`src/rtl/wb_master_if.sv`:
```
// Command, response and Wishbone master signal bundle for wb_master.
// The master modport is the block's view; the slave modport is its environment's view.
`timescale 1ns/1ps
interface wb_master_if;
    logic        cmd_valid;
    logic        cmd_ready;
    logic        cmd_we;
    logic [31:0] cmd_adr;
    logic [3:0]  cmd_sel;
    logic [31:0] cmd_dat;

    logic        rsp_valid;
    logic        rsp_ready;
    logic [31:0] rsp_dat;
    logic        rsp_err;

    logic        wb_cyc_o;
    logic        wb_stb_o;
    logic        wb_we_o;
    logic [31:0] wb_adr_o;
    logic [3:0]  wb_sel_o;
    logic [31:0] wb_dat_o;
    logic        wb_ack_i;
    logic [31:0] wb_dat_i;

    modport master (
        input  cmd_valid, cmd_we, cmd_adr, cmd_sel, cmd_dat,
        output cmd_ready,
        output rsp_valid, rsp_dat, rsp_err,
        input  rsp_ready,
        output wb_cyc_o, wb_stb_o, wb_we_o, wb_adr_o, wb_sel_o, wb_dat_o,
        input  wb_ack_i, wb_dat_i
    );

    modport slave (
        output cmd_valid, cmd_we, cmd_adr, cmd_sel, cmd_dat,
        input  cmd_ready,
        input  rsp_valid, rsp_dat, rsp_err,
        output rsp_ready,
        input  wb_cyc_o, wb_stb_o, wb_we_o, wb_adr_o, wb_sel_o, wb_dat_o,
        output wb_ack_i, wb_dat_i
    );
endinterface

```
`src/rtl/wb_master.sv`:
```
// Single-transfer Wishbone master: one command in, one classic bus cycle, one response out.
// Optional bus timeout enabled by defining WB_MASTER_TIMEOUT_EN.
`timescale 1ns/1ps
module wb_master #(
    parameter int unsigned TIMEOUT_CYCLES = 32'd255
) (
    input  logic       clk,
    input  logic       reset_n,
    wb_master_if.master bus
);

    typedef enum logic [1:0] {
        ST_IDLE = 2'd0,
        ST_BUS  = 2'd1,
        ST_RESP = 2'd2
    } state_t;

    state_t state_r;

    if (TIMEOUT_CYCLES < 32'd1 || TIMEOUT_CYCLES > 32'd255) begin : g_bad_timeout
        $error("wb_master: TIMEOUT_CYCLES must be within 1..255");
    end

`ifdef WB_MASTER_TIMEOUT_EN
    localparam logic [7:0] TMO_LAST = 8'(TIMEOUT_CYCLES - 32'd1);
    logic [7:0] tmo_cnt_r;
`endif

    // Transaction sequencer; every output is a register updated with the state.
    always_ff @(posedge clk or negedge reset_n) begin
        if (!reset_n) begin
            state_r       <= ST_IDLE;
            bus.cmd_ready <= 1'b1;
            bus.rsp_valid <= 1'b0;
            bus.rsp_err   <= 1'b0;
            bus.rsp_dat   <= 32'd0;
            bus.wb_cyc_o  <= 1'b0;
            bus.wb_stb_o  <= 1'b0;
            bus.wb_we_o   <= 1'b0;
            bus.wb_adr_o  <= 32'd0;
            bus.wb_sel_o  <= 4'd0;
            bus.wb_dat_o  <= 32'd0;
`ifdef WB_MASTER_TIMEOUT_EN
            tmo_cnt_r     <= 8'd0;
`endif
        end else begin
            case (state_r)
                ST_IDLE: begin
                    // cmd_ready is 1 throughout IDLE, so cmd_valid alone is the handshake.
                    if (bus.cmd_valid) begin
                        bus.wb_we_o   <= bus.cmd_we;
                        bus.wb_adr_o  <= bus.cmd_adr;
                        bus.wb_sel_o  <= bus.cmd_sel;
                        bus.wb_dat_o  <= bus.cmd_dat;
                        bus.wb_cyc_o  <= 1'b1;
                        bus.wb_stb_o  <= 1'b1;
                        bus.cmd_ready <= 1'b0;
`ifdef WB_MASTER_TIMEOUT_EN
                        tmo_cnt_r     <= 8'd0;
`endif
                        state_r       <= ST_BUS;
                    end else begin
                        state_r       <= ST_IDLE;
                    end
                end
                ST_BUS: begin
                    if (bus.wb_ack_i) begin
                        bus.wb_cyc_o  <= 1'b0;
                        bus.wb_stb_o  <= 1'b0;
                        bus.rsp_valid <= 1'b1;
                        bus.rsp_err   <= 1'b0;
                        bus.rsp_dat   <= bus.wb_we_o ? 32'd0 : bus.wb_dat_i;
                        state_r       <= ST_RESP;
                    end
`ifdef WB_MASTER_TIMEOUT_EN
                    else if (tmo_cnt_r == TMO_LAST) begin
                        bus.wb_cyc_o  <= 1'b0;
                        bus.wb_stb_o  <= 1'b0;
                        bus.rsp_valid <= 1'b1;
                        bus.rsp_err   <= 1'b1;
                        bus.rsp_dat   <= 32'd0;
                        state_r       <= ST_RESP;
                    end else begin
                        tmo_cnt_r     <= tmo_cnt_r + 8'd1;
                    end
`else
                    else begin
                        state_r       <= ST_BUS;
                    end
`endif
                end
                ST_RESP: begin
                    if (bus.rsp_ready) begin
                        bus.rsp_valid <= 1'b0;
                        bus.cmd_ready <= 1'b1;
                        state_r       <= ST_IDLE;
                    end else begin
                        state_r       <= ST_RESP;
                    end
                end
                default: begin
                    // Unreachable encoding: drop any bus cycle and return to a clean IDLE.
                    bus.wb_cyc_o  <= 1'b0;
                    bus.wb_stb_o  <= 1'b0;
                    bus.rsp_valid <= 1'b0;
                    bus.cmd_ready <= 1'b1;
                    state_r       <= ST_IDLE;
                end
            endcase
        end
    end

endmodule

```
`src/flat_wrapper.sv`:
```
// flat-port wrapper written by rule: the top's interface ports become plain ports
module wb_master_flat 
#(
    parameter int unsigned TIMEOUT_CYCLES = 32'd255
)
  (clk, reset_n, bus_cmd_valid, bus_cmd_we, bus_cmd_adr, bus_cmd_sel, bus_cmd_dat, bus_cmd_ready, bus_rsp_valid, bus_rsp_dat, bus_rsp_err, bus_rsp_ready, bus_wb_cyc_o, bus_wb_stb_o, bus_wb_we_o, bus_wb_adr_o, bus_wb_sel_o, bus_wb_dat_o, bus_wb_ack_i, bus_wb_dat_i);
  wb_master_if bus_i ();
  input  logic clk;
  input  logic reset_n;
  input wire logic [$bits(bus_i.cmd_valid)-1:0] bus_cmd_valid;
  input wire logic [$bits(bus_i.cmd_we)-1:0] bus_cmd_we;
  input wire logic [$bits(bus_i.cmd_adr)-1:0] bus_cmd_adr;
  input wire logic [$bits(bus_i.cmd_sel)-1:0] bus_cmd_sel;
  input wire logic [$bits(bus_i.cmd_dat)-1:0] bus_cmd_dat;
  output wire logic [$bits(bus_i.cmd_ready)-1:0] bus_cmd_ready;
  output wire logic [$bits(bus_i.rsp_valid)-1:0] bus_rsp_valid;
  output wire logic [$bits(bus_i.rsp_dat)-1:0] bus_rsp_dat;
  output wire logic [$bits(bus_i.rsp_err)-1:0] bus_rsp_err;
  input wire logic [$bits(bus_i.rsp_ready)-1:0] bus_rsp_ready;
  output wire logic [$bits(bus_i.wb_cyc_o)-1:0] bus_wb_cyc_o;
  output wire logic [$bits(bus_i.wb_stb_o)-1:0] bus_wb_stb_o;
  output wire logic [$bits(bus_i.wb_we_o)-1:0] bus_wb_we_o;
  output wire logic [$bits(bus_i.wb_adr_o)-1:0] bus_wb_adr_o;
  output wire logic [$bits(bus_i.wb_sel_o)-1:0] bus_wb_sel_o;
  output wire logic [$bits(bus_i.wb_dat_o)-1:0] bus_wb_dat_o;
  input wire logic [$bits(bus_i.wb_ack_i)-1:0] bus_wb_ack_i;
  input wire logic [$bits(bus_i.wb_dat_i)-1:0] bus_wb_dat_i;
  assign bus_i.cmd_valid = bus_cmd_valid;
  assign bus_i.cmd_we = bus_cmd_we;
  assign bus_i.cmd_adr = bus_cmd_adr;
  assign bus_i.cmd_sel = bus_cmd_sel;
  assign bus_i.cmd_dat = bus_cmd_dat;
  assign bus_cmd_ready = bus_i.cmd_ready;
  assign bus_rsp_valid = bus_i.rsp_valid;
  assign bus_rsp_dat = bus_i.rsp_dat;
  assign bus_rsp_err = bus_i.rsp_err;
  assign bus_i.rsp_ready = bus_rsp_ready;
  assign bus_wb_cyc_o = bus_i.wb_cyc_o;
  assign bus_wb_stb_o = bus_i.wb_stb_o;
  assign bus_wb_we_o = bus_i.wb_we_o;
  assign bus_wb_adr_o = bus_i.wb_adr_o;
  assign bus_wb_sel_o = bus_i.wb_sel_o;
  assign bus_wb_dat_o = bus_i.wb_dat_o;
  assign bus_i.wb_ack_i = bus_wb_ack_i;
  assign bus_i.wb_dat_i = bus_wb_dat_i;
  wb_master #(.TIMEOUT_CYCLES(TIMEOUT_CYCLES)) u_core (.clk(clk), .reset_n(reset_n), .bus(bus_i));
endmodule
```
`config.mk`:
```
export PLATFORM = sky130hd
export DESIGN_NAME = wb_master_flat
export DESIGN_NICKNAME = d
export VERILOG_FILES = /design/src/rtl/wb_master_if.sv /design/src/rtl/wb_master.sv /design/src/flat_wrapper.sv
export SDC_FILE = /design/constraint.sdc
export NUM_CORES = 1
export LEC_CHECK = 0
export CORE_MARGIN = 3
export CORE_UTILIZATION = 37
export CTS_BUF_LIST = sky130_fd_sc_hd__clkbuf_2
export DETAILED_ROUTE_END_ITERATION = 10
export GPL_TIMING_DRIVEN = 0
export PLACE_DENSITY = 0.78
export RECOVER_POWER = 25
export SYNTH_ARGS = -nofsm -noshare
export SYNTH_HDL_FRONTEND = slang
export SYNTH_SLANG_ARGS = --single-unit
```
`constraint.sdc`:
```
create_clock -name clk -period 1.4 [get_ports clk]
set_input_delay 0.14 -clock clk [delete_from_list [all_inputs] [get_ports clk]]
set_output_delay 0.14 -clock clk [all_outputs]
set_load 0.01 [all_outputs]
```
==> impl_metrics.tcl, run 1 <==
set metrics [dict create \
    mostFrequentLayoutCell "clkdlybuf4s50_1" \
    cp_data_required_time_ns 1.88 \
    min_path_type "in -> reg" \
    slew_violations 0 \
    place_congestion 0.779 \
    hold_viol_final 0 \
    critical_path_class "reg -> reg" \
    areaGrowthSynthToFinish_pct 64.2 \
    cts_tree "built" \
    whs_ns 0.0817 \
    powerDensity_mw_per_mm2 2120 \
    wl_met2_um 6230 \
    slew_headroom 0.0954 \
    crit_start "u_core.state_r[0]" \
    highest_layer "met4" \
    dpl_worst_slack_ns -0.310 \
    worstReg2RegStart "u_core.state_r[0]" \
    crit_chain "nand2b_4, nor2_8, buf_12, clkbuf_16, mux2_4" \
    ys_seq_area_frac 0.631 \
    rows 38 \
    grt_overflow_total 0 \
    rsz0062_at_grt "true" \
    yosysTopAreaCell "dfrtp_1" \
    vias 3342 \
    htreeDepth 3 \
    crit_slowest_cell "dfrtp_2" \
    synth_top_cell_area_share 0.625 \
    status "complete, but fails checks" \
    netlist_instances 309 \
    synth_nets 415 \
    clk_latency_ns 0.58 \
    die_x_um 113 \
    avgRoutedWirePerCell_um 16.9 \
    max-cap-violations 0 \
    setup_ws_ns -0.0499 \
    hpwl_um 8300 \
    power.leakage_nw 3.33 \
    cts.sinks 106 \
    setup_viol 48 \
    grt_max_degree 55 \
    ys_types 25 \
    power_mw 14.6 \
    arrival_ns 1.93 \
    drt-total-wl_um 12100 \
    place_inst 660 \
    track_usage 0.188 \
    fin_util 0.629 \
    antenna_found_initial 0 \
    die-area_mm2 0.0127 \
    n_antenna_cell 0 \
    worst_pin_slew_ns 1.36 \
    syn_area_per_cell_um2 13.6 \
    wirelength_met1_um 4820 \
    ant_nets 0 \
    synth_warnings 0 \
    drt-pass1-iter-count 4 \
    fp.coreArea_mm2 0.0110 \
    fillCellCount 876 \
    slowest_delay_ns 0.46 \
    finalCritPeriodShare 1.04 \
    skew_ns 0.0271 \
    grt_pass1_wl_um 18900 \
    cp-start-kind "flop" \
    final_cell_mix "clkdlybuf4s50_1, dfrtp_1, buf_2" \
    cts_buffers 9 \
    io_buffers 210 \
    grt_pass1_vias 3638 \
    final_nets 679 \
    critPathMaxFanout 6 \
    yosys-top-cells-area "dfrtp_1, mux2_2, nand2b_1, o21ai_0, mux2_4" \
    die_y_um 113 \
    final_cells 718 \
    min_period_ns 1.45 \
    ios 212 \
    clkTransAtPathRegs_ns 0.26 \
    clk_path_buf_depth 2 \
    worstHoldStart "bus_wb_dat_i[23]" \
    endpoint_kind "flop" \
    max_freq_mhz 690 \
    drive_above_1_share 0.439 \
    met3_length_um 806 \
    ys_seq_elements 106 \
    syn-cell-area_mm2 0.00420 \
    violations "negative setup slack" \
    clockRootBuffer "clkbuf_2" \
    viasPerCell 4.65 \
    drc 0 \
    drt-initial-drc-count 158 \
    start_util 0.383 \
    irDropWorstVdd_uv 1130 \
]
-- area by class of cell --
cell class	count	area, µm²	area share
clock inverters	2	7.51	0.00109
well taps	140	175	0.0254
plain buffers	18	185	0.0268
multi-input cells	182	1630	0.235
inverters	1	3.75	0.000544
repair buffers	255	2180	0.316
clock buffers	14	70.1	0.0101
flip-flops and latches	106	2660	0.385
-- final timing paths --
path / endpoint / slack [ns] / cells after the start
min reg2reg: u_core.bus.rsp_dat[30] / 0.51 / 2
min in group asynchronous: u_core.bus.wb_adr_o[10] / 0.37 / 2
max in group asynchronous: u_core.bus.cmd_ready / 0.10 / 3
max reg2reg: u_core.bus.wb_adr_o[0] / -0.05 / 5
min: u_core.bus.rsp_dat[23] / 0.08 / 3
max: u_core.bus.wb_adr_o[0] / -0.05 / 5
-- where the power goes --
part | internal [mW] | switching, mW | total (mW)
clock | 0.261 | 0.946 | 1.21
combinational | 4.81 | 3.24 | 8.05
sequential | 4.56 | 0.812 | 5.38
total | 9.63 | 5.00 | 14.6
-- metrics by stage --
stage	setup TNS [ns]	instance area (µm²)
global route	-5.08	6900
floorplan	-0.414	4210
CTS	-3.80	6650
detailed placement	-16.76	6510
global placement	-406.47	6480
finish	-1.08	6900
-- flip-flops by register name, indices dropped and copies added, names as in the netlist --
name,flops
u_core.bus.wb_adr_o,32
u_core.bus.wb_dat_o,32
u_core.bus.rsp_valid,1
u_core.state_r,2
u_core.bus.wb_we_o,1
u_core.bus.rsp_dat,32
u_core.bus.wb_sel_o,4
u_core.bus.cmd_ready,1
u_core.bus.wb_stb_o,1
-- critical path, delay by kind of cell, from the launching register on --
kind / cells / cell delay (ns)
multiplexers: 1 / 0.29
AND/OR/NAND/NOR: 2 / 0.30
flip-flops: 1 / 0.46
buffers and inverters: 2 / 0.32
-- cell usage after synthesis --
library cell and count:
buf_8 1, dfrtp_1 105, inv_1 1, nand3b_1 1, o22ai_1 1, o21a_1 1
nand2_1 35, a211oi_1 1, buf_2 4, nand2b_4 1, conb_1 1, dfstp_2 1
mux2_4 10, buf_12 1, clkbuf_2 1, o21ai_0 33, nor2_1 3, a21oi_1 2
buf_1 1, clkbuf_1 3, mux2_2 59, nor2_8 1, nor3_1 1, nand2b_1 32
buf_4 9
-- cells by family (layout without fill, tap and decap cells) --
logic type             Yosys count  in the layout  synth area share
buffers and inverters           21            290            0.0348
and+or+nand+nor                 74             74            0.0926
AOI/OAI and AO/OA               38             38            0.0467
DFF                            106            106             0.631
other                            1              1          0.000892
muxes                           69             69             0.194
-- layer usage --
layer,vias to the layer above,global-route usage
met2,112,0.316
li1,1558,-
met3,20,0.0480
met4,0,0.0801
met1,1652,0.228
met5,-,0
-- what timing repair did --
item	CTS	global route
resized for setup	495	37
pin swaps	1	1
setup endpoints to repair	178	125
hold endpoints to repair	53	0
gates cloned	3	3
buffers inserted	28	9
hold buffers	1	0
No activity file was read; power rests on OpenSTA's default activity.
==> inputs of run 2 (changes only) <==
--- a/config.mk
+++ b/config.mk
@@ -9,6 +9,7 @@
 export CORE_UTILIZATION = 37
 export CTS_BUF_LIST = sky130_fd_sc_hd__clkbuf_2
 export DETAILED_ROUTE_END_ITERATION = 10
+export GPL_ROUTABILITY_DRIVEN = 0
 export GPL_TIMING_DRIVEN = 0
 export PLACE_DENSITY = 0.78
 export RECOVER_POWER = 25
==> results of run 2 <==
Final layout, timing and power as in run 1 (identical DEF).
==> inputs of run 3 (changes only) <==
--- a/config.mk
+++ b/config.mk
@@ -5,7 +5,6 @@
 export SDC_FILE = /design/constraint.sdc
 export NUM_CORES = 1
 export LEC_CHECK = 0
-export CORE_MARGIN = 3
 export CORE_UTILIZATION = 37
 export CTS_BUF_LIST = sky130_fd_sc_hd__clkbuf_2
 export DETAILED_ROUTE_END_ITERATION = 10
==> impl_metrics.tcl, run 3 (synthesis gave the netlist of run 1 again) <==
set metrics [dict create \
    status "complete, but fails checks" \
    violations "negative setup slack" \
    min_path_type "in -> reg" \
    clockRootBuffer "clkbuf_2" \
    powerDensity_mw_per_mm2 2170 \
    final_nets 703 \
    die_y_um 109 \
    start_util 0.384 \
    viasPerCell 4.63 \
    drc 0 \
    hold_viol_final 0 \
    power_mw 15.7 \
    fin_tns_setup_ns -2.95 \
    drive_above_1_share 0.452 \
    wl_met2_um 5780 \
    irDropWorstVdd_uv 1010 \
    clk_latency_ns 0.60 \
    min_period_ns 1.48 \
    setup_ws_ns -0.0812 \
    skew_ns 0.0156 \
    final_cell_mix "clkdlybuf4s50_1, dfrtp_1, buf_2" \
    worst_pin_slew_ns 1.38 \
    antenna_found_initial 0 \
    clk_path_buf_depth 2 \
    crit_buf_inv 2 \
    drt-total-wl_um 11700 \
    die_x_um 109 \
    finalCritPeriodShare 1.06 \
    path_delay_family "flip-flops" \
    clkTransAtPathRegs_ns 0.28 \
    rsz0062_at_grt "true" \
    arrival_ns 1.99 \
    grt_pass1_wl_um 17700 \
    mostFrequentLayoutCell "clkdlybuf4s50_1" \
    max-cap-violations 0 \
    wirelength_met1_um 4880 \
    cts.sinks 106 \
    avgRoutedWirePerCell_um 15.8 \
    crit_slowest_cell "dfrtp_2" \
    crit_chain "nand2b_4, nor2_8, buf_8, clkbuf_16, mux2_4" \
    critPathMaxFanout 5 \
    track_usage 0.198 \
    slew_headroom 0.0804 \
    critical_path_class "reg -> reg" \
    io_buffers 210 \
    cts_tree "built" \
    grt_pass1_vias 3507 \
    max_freq_mhz 675 \
    vias 3438 \
    drt-pass1-iter-count 4 \
    largest_registers "u_core.bus.rsp_dat: 32 flops, u_core.bus.wb_adr_o: 32 flops, u_core.bus.wb_dat_o: 32 flops" \
    power.leakage_nw 3.48 \
    n_antenna_cell 0 \
    areaGrowthSynthToFinish_pct 72.5 \
    slowest_delay_ns 0.47 \
    ios 212 \
    cp_data_required_time_ns 1.91 \
    setup_viol 61 \
    slew_violations 0 \
    met3_length_um 890 \
    htreeDepth 3 \
    highest_layer "met4" \
    hpwl_um 7790 \
    grt_overflow_total 0 \
    cts_buffers 9 \
    rows 38 \
    ant_nets 0 \
    cp-start-kind "flop" \
    drt-initial-drc-count 177 \
    grt_max_degree 55 \
    fp.coreArea_mm2 0.0109 \
    endpoint_kind "flop" \
    die-area_mm2 0.0118 \
]
run 3: changes by cell type in the layout (fill, tap and decap cells not counted), moves of 10 or more:
cell	change
dlygate4sd3_1	+10
buf_4	+17
buf_6	+16
mux2_4	-10
buf_2	-18
mux2_2	+10
run 3: worst paths after layout:
check / cells past startpoint / end / start / slack (ns)
worst max-delay path: 5 / u_core.bus.wb_dat_o[1] / u_core.state_r[0] / -0.08
worst min-delay path: 3 / u_core.bus.rsp_dat[15] / bus_wb_dat_i[15] / 0.06
worst max register to register: 5 / u_core.bus.wb_dat_o[1] / u_core.state_r[0] / -0.08
worst min register to register: 2 / u_core.bus.rsp_dat[18] / u_core.bus.rsp_dat[18] / 0.52
max in group asynchronous: 2 / u_core.state_r[1] / reset_n / 0.16
min in group asynchronous: 2 / u_core.bus.wb_dat_o[25] / reset_n / 0.33
run 3: layer usage:
metal	track usage	vias to the layer above
met1	0.245	1692
met4	0.0753	0
met2	0.331	130
met5	0	-
met3	0.0512	11
li1	-	1605
run 3: power breakdown:
group	switching, mW	internal (mW)
clock	1.05	0.769
combinational	3.23	5.23
sequential	0.889	4.56
run 3: timing repair:
action,in CTS,in global routing
hold buffers,11,0
buffers inserted,22,30
setup endpoints to repair,178,179
resized for setup,498,53
gates cloned,2,3
pin swaps,1,1
hold endpoints to repair,86,0
run 3: worst min-delay path: stages:
cell,delay [ns]
clkdlybuf4s50_1,0.40
nand2b_1,0.07
o21ai_1,0.05
run 3: stage by stage:
step,cells,hold slack (ns),util,worst slack [ns],cell area [µm²]
after floorplan,309,-0.156,-,-0.0414,4210
after global placement,659,0.460,0.593,-3.73,6480
after detailed placement,660,0.236,0.595,-0.324,6510
after CTS,709,0.000147,0.619,-0.114,6770
after global routing,742,0.00966,0.663,-0.164,7250
final,742,0.0608,0.663,-0.0812,7250
run 3: layout make-up:
type | count | area, µm²
Fill cell | 863 | 3680
Sequential cell | 106 | 2660
Timing Repair Buffer | 279 | 2470
Multi-Input combinational cell | 182 | 1590
Buffer | 18 | 200
Tap cell | 140 | 175
Clock inverter | 7 | 118
Clock buffer | 9 | 45.0
Inverter | 1 | 3.75
